**config.mk**
```make
export PLATFORM = sky130hd
export DESIGN_NAME = mips_cpu_muldiv_ctrl
export DESIGN_NICKNAME = d
export VERILOG_FILES = /design/src/rtl/mips_cpu_pkg.sv /design/src/rtl/mips_cpu_muldiv_step.sv /design/src/rtl/mips_cpu_muldiv_ctrl.sv
export SDC_FILE = /design/constraint.sdc
export NUM_CORES = 1
export LEC_CHECK = 0
export BUFFER_PORTS_ARGS = -buffer_cell sky130_fd_sc_hd__buf_4
export CAP_MARGIN = 20
export CORE_ASPECT_RATIO = 1.5
export CORE_MARGIN = 4
export CORE_UTILIZATION = 46
export CTS_BUF_LIST = sky130_fd_sc_hd__clkbuf_8
export DETAILED_ROUTE_END_ITERATION = 10
export PLACE_DENSITY_LB_ADDON = 0.2
export RECOVER_POWER = 25
export SLEW_MARGIN = 10
export SYNTH_ARGS = -nofsm -noshare
export SYNTH_HDL_FRONTEND = slang
export SYNTH_SLANG_ARGS = --single-unit
```
**constraint.sdc**
```tcl
create_clock -name clk -period 3.7 [get_ports clk]
set_input_delay 0.555 -clock clk [delete_from_list [all_inputs] [get_ports clk]]
set_output_delay 0.555 -clock clk [all_outputs]
set_load 0.005 [all_outputs]
```
**src/rtl/mips_cpu_pkg.sv**
```systemverilog
// Shared types for the MIPS CPU multiply/divide sequencer.
// The op encoding is what decode drives onto the muldiv op port.
package mips_cpu_pkg;

  typedef enum logic [2:0] {
    MD_MULT  = 3'd0,
    MD_MULTU = 3'd1,
    MD_DIV   = 3'd2,
    MD_DIVU  = 3'd3,
    MD_MTHI  = 3'd4,
    MD_MTLO  = 3'd5
  } muldiv_op_t;

  typedef enum logic [1:0] {
    MD_IDLE = 2'd0,
    MD_ITER = 2'd1,
    MD_FIX  = 2'd2
  } state_t;

endpackage

```
**src/rtl/mips_cpu_muldiv_step.sv**
```systemverilog
// One radix-2 iteration on the {acc_hi, acc_lo} pair.
// Multiply: shift-add, multiplier LSB first. Divide: restoring shift-subtract.
module mips_cpu_muldiv_step #(
  parameter int WIDTH = 32
) (
  input  logic             is_div,
  input  logic [WIDTH-1:0] acc_hi_i,
  input  logic [WIDTH-1:0] acc_lo_i,
  input  logic [WIDTH-1:0] opnd_i,
  output logic [WIDTH-1:0] acc_hi_o,
  output logic [WIDTH-1:0] acc_lo_o
);

  logic [WIDTH:0]   sum;
  logic [WIDTH:0]   rem_sh;
  logic [WIDTH-1:0] rem_sub;
  logic             no_borrow;

  always_comb begin
    sum       = {1'b0, acc_hi_i} + (acc_lo_i[0] ? {1'b0, opnd_i} : '0);
    rem_sh    = {acc_hi_i, acc_lo_i[WIDTH-1]};
    no_borrow = (rem_sh >= {1'b0, opnd_i});
    // The difference is below the divisor whenever it is kept, so WIDTH bits suffice.
    rem_sub   = rem_sh[WIDTH-1:0] - opnd_i;
    acc_hi_o  = '0;
    acc_lo_o  = '0;
    if (is_div) begin
      acc_hi_o = no_borrow ? rem_sub : rem_sh[WIDTH-1:0];
      acc_lo_o = {acc_lo_i[WIDTH-2:0], no_borrow};
    end else begin
      acc_hi_o = sum[WIDTH:1];
      acc_lo_o = {sum[0], acc_lo_i[WIDTH-1:1]};
    end
  end

endmodule

```
**src/rtl/mips_cpu_muldiv_ctrl.sv**
```systemverilog
// Multi-cycle MULT/MULTU/DIV/DIVU sequencer and owner of HI/LO.
// Handshake: start is sampled only while busy=0; a start seen while busy=1 is dropped.
module mips_cpu_muldiv_ctrl
  import mips_cpu_pkg::*;
#(
  parameter int WIDTH = 32,
  parameter int CNT_W = 6
) (
  input  logic             clk,
  input  logic             rst_n,
  input  logic             start,
  input  muldiv_op_t       op,
  input  logic [WIDTH-1:0] a,
  input  logic [WIDTH-1:0] b,
  input  logic             abort,
  output logic             busy,
  output logic             done,
  output logic             div_zero,
  output logic [WIDTH-1:0] hi,
  output logic [WIDTH-1:0] lo,
  output state_t           state_dbg
);

  state_t             state_q, state_d;
  logic [CNT_W-1:0]   cnt_q, cnt_d;
  logic [WIDTH-1:0]   acc_hi_q, acc_hi_d, acc_lo_q, acc_lo_d;
  logic [WIDTH-1:0]   opnd_q, opnd_d;
  logic               is_div_q, is_div_d;
  logic               sign_q_q, sign_q_d, sign_r_q, sign_r_d;
  logic               dz_q, dz_d;
  logic [WIDTH-1:0]   hi_q, hi_d, lo_q, lo_d;
  logic               done_q, done_d, div_zero_q, div_zero_d;

  logic [WIDTH-1:0]   step_hi, step_lo;
  logic               signed_op;
  logic [WIDTH-1:0]   abs_a, abs_b;
  logic [2*WIDTH-1:0] prod_fix;
  logic [WIDTH-1:0]   quot_fix, rem_fix;

  mips_cpu_muldiv_step #(.WIDTH(WIDTH)) u_step (
    .is_div   (is_div_q),
    .acc_hi_i (acc_hi_q),
    .acc_lo_i (acc_lo_q),
    .opnd_i   (opnd_q),
    .acc_hi_o (step_hi),
    .acc_lo_o (step_lo)
  );

  always_comb begin
    state_d    = state_q;
    cnt_d      = cnt_q;
    acc_hi_d   = acc_hi_q;
    acc_lo_d   = acc_lo_q;
    opnd_d     = opnd_q;
    is_div_d   = is_div_q;
    sign_q_d   = sign_q_q;
    sign_r_d   = sign_r_q;
    dz_d       = dz_q;
    hi_d       = hi_q;
    lo_d       = lo_q;
    done_d     = 1'b0;
    div_zero_d = 1'b0;

    signed_op = (op == MD_MULT) || (op == MD_DIV);
    abs_a     = (signed_op && a[WIDTH-1]) ? -a : a;
    abs_b     = (signed_op && b[WIDTH-1]) ? -b : b;

    prod_fix  = sign_q_q ? -{acc_hi_q, acc_lo_q} : {acc_hi_q, acc_lo_q};
    quot_fix  = sign_q_q ? -acc_lo_q : acc_lo_q;
    rem_fix   = sign_r_q ? -acc_hi_q : acc_hi_q;

    if (abort) begin
      state_d = MD_IDLE;
      cnt_d   = '0;
    end else begin
      case (state_q)
        MD_IDLE: begin
          if (start) begin
            case (op)
              MD_MULT, MD_MULTU, MD_DIV, MD_DIVU: begin
                is_div_d = (op == MD_DIV) || (op == MD_DIVU);
                // Divide shifts the dividend out of acc_lo; multiply shifts the multiplier out.
                acc_hi_d = '0;
                acc_lo_d = is_div_d ? abs_a : abs_b;
                opnd_d   = is_div_d ? abs_b : abs_a;
                sign_q_d = signed_op & (a[WIDTH-1] ^ b[WIDTH-1]);
                sign_r_d = signed_op & a[WIDTH-1];
                dz_d     = (b == '0);
                cnt_d    = '0;
                state_d  = MD_ITER;
              end
              MD_MTHI: hi_d = a;
              MD_MTLO: lo_d = a;
              default: ;
            endcase
          end
        end
        MD_ITER: begin
          acc_hi_d = step_hi;
          acc_lo_d = step_lo;
          cnt_d    = cnt_q + CNT_W'(1);
          if (cnt_q == CNT_W'(WIDTH - 1)) state_d = MD_FIX;
        end
        MD_FIX: begin
          if (is_div_q) begin
            // Remainder of x/0 already equals |a|; only the quotient needs forcing.
            hi_d       = rem_fix;
            lo_d       = dz_q ? '1 : quot_fix;
            div_zero_d = dz_q;
          end else begin
            {hi_d, lo_d} = prod_fix;
          end
          done_d  = 1'b1;
          cnt_d   = '0;
          state_d = MD_IDLE;
        end
        default: state_d = MD_IDLE;
      endcase
    end
  end

  always_ff @(posedge clk or negedge rst_n) begin
    if (!rst_n) begin
      state_q    <= MD_IDLE;
      cnt_q      <= '0;
      acc_hi_q   <= '0;
      acc_lo_q   <= '0;
      opnd_q     <= '0;
      is_div_q   <= 1'b0;
      sign_q_q   <= 1'b0;
      sign_r_q   <= 1'b0;
      dz_q       <= 1'b0;
      hi_q       <= '0;
      lo_q       <= '0;
      done_q     <= 1'b0;
      div_zero_q <= 1'b0;
    end else begin
      state_q    <= state_d;
      cnt_q      <= cnt_d;
      acc_hi_q   <= acc_hi_d;
      acc_lo_q   <= acc_lo_d;
      opnd_q     <= opnd_d;
      is_div_q   <= is_div_d;
      sign_q_q   <= sign_q_d;
      sign_r_q   <= sign_r_d;
      dz_q       <= dz_d;
      hi_q       <= hi_d;
      lo_q       <= lo_d;
      done_q     <= done_d;
      div_zero_q <= div_zero_d;
    end
  end

  assign busy      = (state_q != MD_IDLE);
  assign done      = done_q;
  assign div_zero  = div_zero_q;
  assign hi        = hi_q;
  assign lo        = lo_q;
  assign state_dbg = state_q;

endmodule

```
==> results of run 1 <==
==> power breakdown <==
| group | leakage [µW] | switching (µW) | internal (µW) |
|---|---|---|---|
| Sequential | 0.00222 | 542 | 2360 |
| Combinational | 0.00594 | 4600 | 3110 |
| Clock | 0.000204 | 924 | 512 |
| Total | 0.00837 | 6060 | 5980 |
==> synth_stat cells (6+ instances only) <==
cell      number
a211oi_1      21
a21o_1        33
a21oi_1      167
a22oi_1       15
a31oi_1       32
a41oi_1        6
and2_1        10
and3_1         9
buf_1          8
buf_2          7
clkbuf_1     123
dfrtp_1      174
ha_1          69
inv_1         62
mux2_2        18
mux2i_1       67
nand2_1      245
nand2b_1      22
nand3_1       32
nand3b_1       7
nand4_1       12
nor2_1       206
nor2b_1       15
nor3_1        41
nor4_1        21
o211a_1        6
o21a_1        12
o21ai_0      207
o21ai_1       17
o22ai_1       34
o31ai_1       31
o41ai_1        8
or2_2          9
or3_1         19
or4_1         14
xnor2_1       89
xor2_1        78
==> state kept, by name, indices dropped and copies added, names as in the netlist, 2 cells and up <==
name       cells
state_dbg      2
cnt_q          6
hi            32
opnd_q        32
acc_hi_q      32
acc_lo_q      32
lo            32
==> how the worst max path moves through the flow <==
stage               slack [ns]         from  depth (start not counted)           end
floorplan                 0.36  acc_lo_q[0]                         13  acc_hi_q[27]
global placement          0.15  acc_lo_q[0]                         14  acc_hi_q[28]
detailed placement        0.03  acc_lo_q[0]                         14  acc_hi_q[28]
CTS                       0.05  acc_lo_q[0]                         14  acc_hi_q[28]
global route             -0.01   opnd_q[13]                         14   acc_hi_q[1]
finish                    0.13   opnd_q[13]                         13   acc_hi_q[4]
==> per-layer routing <==
| layer | GRT usage [%] | vias to the layer above |
|---|---|---|
| met2 | 59.40 | 747 |
| met5 | 0 | - |
| li1 | - | 7626 |
| met3 | 5.653 | 307 |
| met1 | 35.79 | 7873 |
| met4 | 27.23 | 2 |
==> metrics by stage <==
stage	instances	utilization [%]	total power [µW]	cell area, µm²
2_1_floorplan	2045	-	7415	15620
3_3_place_gp	2590	52.88	10350	17690
3_5_place_dp	2590	52.88	10400	17690
4_1_cts	2622	54.07	11840	18080
5_1_grt	2626	54.24	12730	18140
6_report	2629	54.26	12040	18150
==> layout by cell type, fill, tap and decap left out, drive strengths merged, types with 18 or more instances in the layout <==
cell type / synthesis / layout
mux2i: 67 / 67
a211oi: 21 / 21
nor3: 41 / 41
a21o: 33 / 33
or3: 20 / 20
nand2b: 23 / 23
nor2: 208 / 208
clkbuf: 123 / 19
nor4: 23 / 23
buf: 17 / 267
a31oi: 32 / 32
a21oi: 171 / 171
ha: 69 / 69
mux2: 18 / 18
xor2: 78 / 78
dfrtp: 174 / 174
nand3: 33 / 33
nand2: 246 / 246
o22ai: 34 / 34
o31ai: 33 / 33
xnor2: 89 / 89
inv: 62 / 71
o21ai: 226 / 226
==> cell type report <==
cell class / count / share of cell area (%)
antenna: 3 / 0.04136
clock buffer: 17 / 1.289
clock inverter: 15 / 0.8962
inverter: 63 / 1.324
multi-input combinational: 1668 / 58.13
sequential: 174 / 24.01
tap: 420 / 2.896
timing repair buffer: 269 / 11.42
==> cells by family after synthesis <==
group	share of synthesized area, %
compound gates	25.82
xor+xnor	9.366
fa+ha+maj	5.785
buf+inv	5.008
flops	27.88
mux	5.592
simple gates	20.55
==> timing repair <==
| item | 4_1_cts | 5_1_grt |
|---|---|---|
| gates resized for setup | 0 | 9 |
| endpoints found under the setup margin | 0 | 8 |
| setup buffers | 0 | 3 |
==> impl_metrics.tcl, run 1 <==
set metrics [dict create \
    max_stage_delay_ns 0.40 \
    cts_tree "done" \
    wl_per_cell_um 24.56 \
    postCtsHoldBufs 0 \
    path_max_fanout 8 \
    clk_path_buf_depth 2 \
    overflow 0 \
    grt_pass1_wl_um 94950 \
    r2r_start "opnd_q[13]" \
    antenna_found_initial 3 \
    drive_above_1_share_pct 16.95 \
    die_h_um 233.7 \
    register_area_um2 4357 \
    gp_congestion 1.011 \
    die_area_um2 37020 \
    clock-sinks 174 \
    seq_area_frac_synth_pct 27.88 \
    drc 0 \
    fin_crit_sh_pct 96.61 \
    worst_pin_slew_ns 2.618 \
    postSynthAreaPerCell_um2 7.636 \
    postRouteAntennaNets 0 \
    yosys_warnings 0 \
    io_pins 140 \
    grt_pass1_vias 15862 \
    required_ns 4.13 \
    core_area_um2 33450 \
    vias_per_cell 6.297 \
    synth_top_area_cell "dfrtp_1" \
    finalSetupTns_ns 0 \
    dr_wl_met3_um 3865 \
    num_vias 16555 \
    cp_slowest_cell "dfrtp_1" \
    critPathTopFamily "compound AO/OA/AOI/OAI gates" \
    fmax_mhz 279.8 \
    endpoint_kind "register" \
    ff2ff_path_depth 13 \
    synthTopCellsByArea "dfrtp_1, o21ai_0, nand2_1, ha_1, a21oi_1" \
    drv_slew 99 \
    area_delta_synth_final_pct 16.22 \
    wl_met2_um 31930 \
    multiInputGateArea_um2 10550 \
    whs_ns 0.2769 \
    mappedNetlistArea_um2 15620 \
    drt_first_pass_iters 6 \
    cpMostUsedCell "buf_4" \
    min_from "b[31]" \
    m1WireLength_um 22420 \
    netlist_instances 2045 \
    start_util_pct 46.69 \
    hold_viol 0 \
    fin_ws_ns 0.1256 \
    finClkSkew_ns 0.03153 \
    numPortBuffers 139 \
    ys_types 86 \
    rows 82 \
    clk_latency_ns 0.55 \
    ys.flop_type "dfrtp_1" \
    holdPathEnd "dz_q" \
    drt-total-wl_um 64560 \
    crit_arrival_ns 4.00 \
    fin_crit_ns 3.574 \
    place_ws_ns 0.02827 \
    relSlewSlack_pct -74.56 \
    pwr_density_cell_nw_per_um2 663.6 \
    grtUsageTotal_pct 34.17 \
    worst_ir_drop_vdd_mv 0.3302 \
    syn_nets 2187 \
    nets 2335 \
    top_layer "met5" \
    violations "capacitance limit, slew limit" \
    timing.reg2reg.setup_slack_ns 0.13 \
    synth-seq-cells 174 \
    n_fill_cell 3256 \
    status "complete, but fails checks" \
    h-tree-depth 4 \
    crit_type "reg -> reg" \
    grt_max_degree 99 \
    whs_path_depth 2 \
    path_clk_slew_ns 0.11 \
    clockRootBuffer "clkbuf_8" \
    start_kind "register" \
    drt_iter0_drc 1239 \
    dp_hpwl_um 51080 \
    p_leak_uw 0.008367 \
    async_flop_share_pct 100.0 \
    r2r-end "acc_hi_q[4]" \
    netlist.area_leader.share_pct 27.88 \
    die_w_um 158.4 \
    drv_cap 1 \
    cp_cell_sequence "inv_1, ha_2, and4_1, and3_1, a22oi_1, o221ai_1, buf_4, o211a_1, o21a_1, nor2_2, buf_4, o311ai_0, a22o_1" \
    setup_viol 0 \
    crit_buf_inv 3 \
    synth_edf_count 0 \
    numCtsBuffers 17 \
    hp-class "in -> reg" \
]
Note: power is estimated with default switching activity, not from simulation.
==> run 2, diff against run 1 <==
Settings changed: SETUP_SLACK_MARGIN set to 0.2.
==> impl_metrics.tcl, run 2 (same netlist as run 1, synthesis figures left out) <==
set metrics [dict create \
    hp-class "in -> reg" \
    area_delta_synth_final_pct 16.53 \
    final_common_cell "buf_4" \
    die_h_um 233.7 \
    drt_iter0_drc 1150 \
    pwr-share-seq_pct 24.1 \
    required_ns 4.12 \
    fin_crit_sh_pct 92.48 \
    fmax_mhz 292.2 \
    worst_ir_drop_vdd_mv 0.3305 \
    nets 2336 \
    grt_pass1_wl_um 94940 \
    grt_pass1_vias 15928 \
    crit_arrival_ns 3.85 \
    hold_viol 0 \
    violations "capacitance limit, slew limit" \
    r2r_start "acc_lo_q[0]" \
    finClkSkew_ns 0.02899 \
    layout_common_cells "buf_4, nand2_1, nor2_1, o21ai_0, dfrtp_1" \
    p_leak_uw 0.008391 \
    drc 0 \
    clockRootBuffer "clkbuf_8" \
    drt-total-wl_um 64640 \
    path_clk_slew_ns 0.12 \
    finalSetupTns_ns 0 \
    die_w_um 158.4 \
    status "complete, but fails checks" \
    die_area_um2 37020 \
    wl_per_cell_um 24.59 \
    core_area_um2 33450 \
    numCtsBuffers 17 \
    rows 82 \
    antenna_found_initial 2 \
    clk_path_buf_depth 2 \
    overflow 0 \
    start_kind "register" \
    finalPower_uw 12080 \
    n_fill_cell 3249 \
    grt_max_degree 99 \
    p_comb_share_pct 64.0 \
    min_from "b[31]" \
    final_cells 2629 \
    grtUsageTotal_pct 34.16 \
    num_vias 16587 \
    swShare_pct 50.31 \
    endpoint_kind "register" \
    drv_cap 1 \
    grt_setup_unrepaired "true" \
    drv_slew 99 \
    cts_tree "done" \
    h-tree-depth 4 \
    relSlewSlack_pct -73.11 \
    clock-sinks 174 \
    power.net_switching_uw 6075 \
    drive_above_1_share_pct 17.22 \
    pwr_density_cell_nw_per_um2 663.6 \
    crit_type "reg -> reg" \
    start_util_pct 46.69 \
    postCtsHoldBufs 0 \
    crit_start "acc_lo_q[0]" \
    dp_hpwl_um 51080 \
    io_pins 140 \
    clk_latency_ns 0.55 \
    fin_crit_ns 3.422 \
    gp_congestion 1.011 \
    postRouteAntennaNets 0 \
    numPortBuffers 139 \
    pwr-share-clk_pct 11.9 \
    setup_viol 0 \
    path_max_fanout 12 \
    cellInternalPower_uw 6000 \
    placed_cells 2590 \
    vias_per_cell 6.309 \
    worst_pin_slew_ns 2.597 \
    drt_first_pass_iters 6 \
]
-- run 2: changes by cell type in the layout (fill, tap and decap cells not counted), sizes merged --
cell,delta
clkbuf,+1
clkinv,+1
clkinvlp,-1
diode,-1
-- run 2: cell type report --
class | instances | area (µm²) | share of cell area (%)
Clock inverter | 15 | 162.7 | 0.8938
Clock buffer | 17 | 234.0 | 1.286
Multi-Input combinational cell | 1668 | 10580 | 58.11
Inverter | 63 | 241.5 | 1.327
Antenna cell | 2 | 5.005 | 0.02750
Sequential cell | 174 | 4357 | 23.94
Timing Repair Buffer | 270 | 2097 | 11.52
Tap cell | 420 | 525.5 | 2.888
-- run 2: worst max-delay path: stages, from the launching register on --
cell and delay (ns):
dfrtp_2 0.43, clkinv_4 0.12, buf_12 0.17, nor2_1 0.11
ha_1 0.29, a21o_1 0.23, a21o_1 0.18, a21o_1 0.19
a221o_1 0.32, a31o_2 0.29, a31oi_1 0.30, mux2_2 0.38
a32oi_1 0.19, o21ai_0 0.12
-- run 2: path summary, 6_finish.rpt --
path                                endpoint  slack, ns  depth (start not counted)
worst max-delay path            acc_hi_q[30]       0.28                         13
worst min-delay path                    dz_q       0.28                          2
worst max register to register  acc_hi_q[30]       0.28                         13
worst min register to register        lo[29]       0.49                          2
max in group asynchronous           is_div_q       0.83                          2
min in group asynchronous             hi[10]       0.78                          1
-- run 2: stage by stage --
step           hold WS (ns)  instance area [µm²]  utilization [%]  setup slack (ns)
6_report             0.2786                18200            54.41            0.2782
5_1_grt              0.2730                18190            54.39            0.1435
4_1_cts              0.1442                18100            54.13            0.1940
3_5_place_dp         0.4715                17690            52.88           0.02827
3_3_place_gp         0.4626                17690            52.88            0.1536
2_1_floorplan        0.2594                15620                -            0.3553
-- run 2: power groups by stage --
stage	Clock, µW	Sequential [µW]	Combinational [µW]
finish	1440	2910	7730
global route	1520	2950	8290
CTS	1450	2890	7520
detailed placement	0	2920	7470
global placement	0	2910	7430
floorplan	0	2760	4650
-- run 2: routing by layer --
metal | wire length, µm | part of all wire (%) | up-vias | global-route usage [%]
met2 | 31880 | 49 | 818 | 59.31
li1 | - | - | 7614 | -
met3 | 3670 | 5.7 | 311 | 5.431
met4 | 6471 | 10 | 2 | 27.42
met1 | 22600 | 35 | 7842 | 35.89
met5 | 13 | 0.020 | - | 0
-- run 2: what timing repair did --
item,in CTS,in global routing
cloned,0,1
resized for setup,8,10
endpoints found under the hold margin,0,0
setup buffers,0,3
endpoints found under the setup margin,7,18
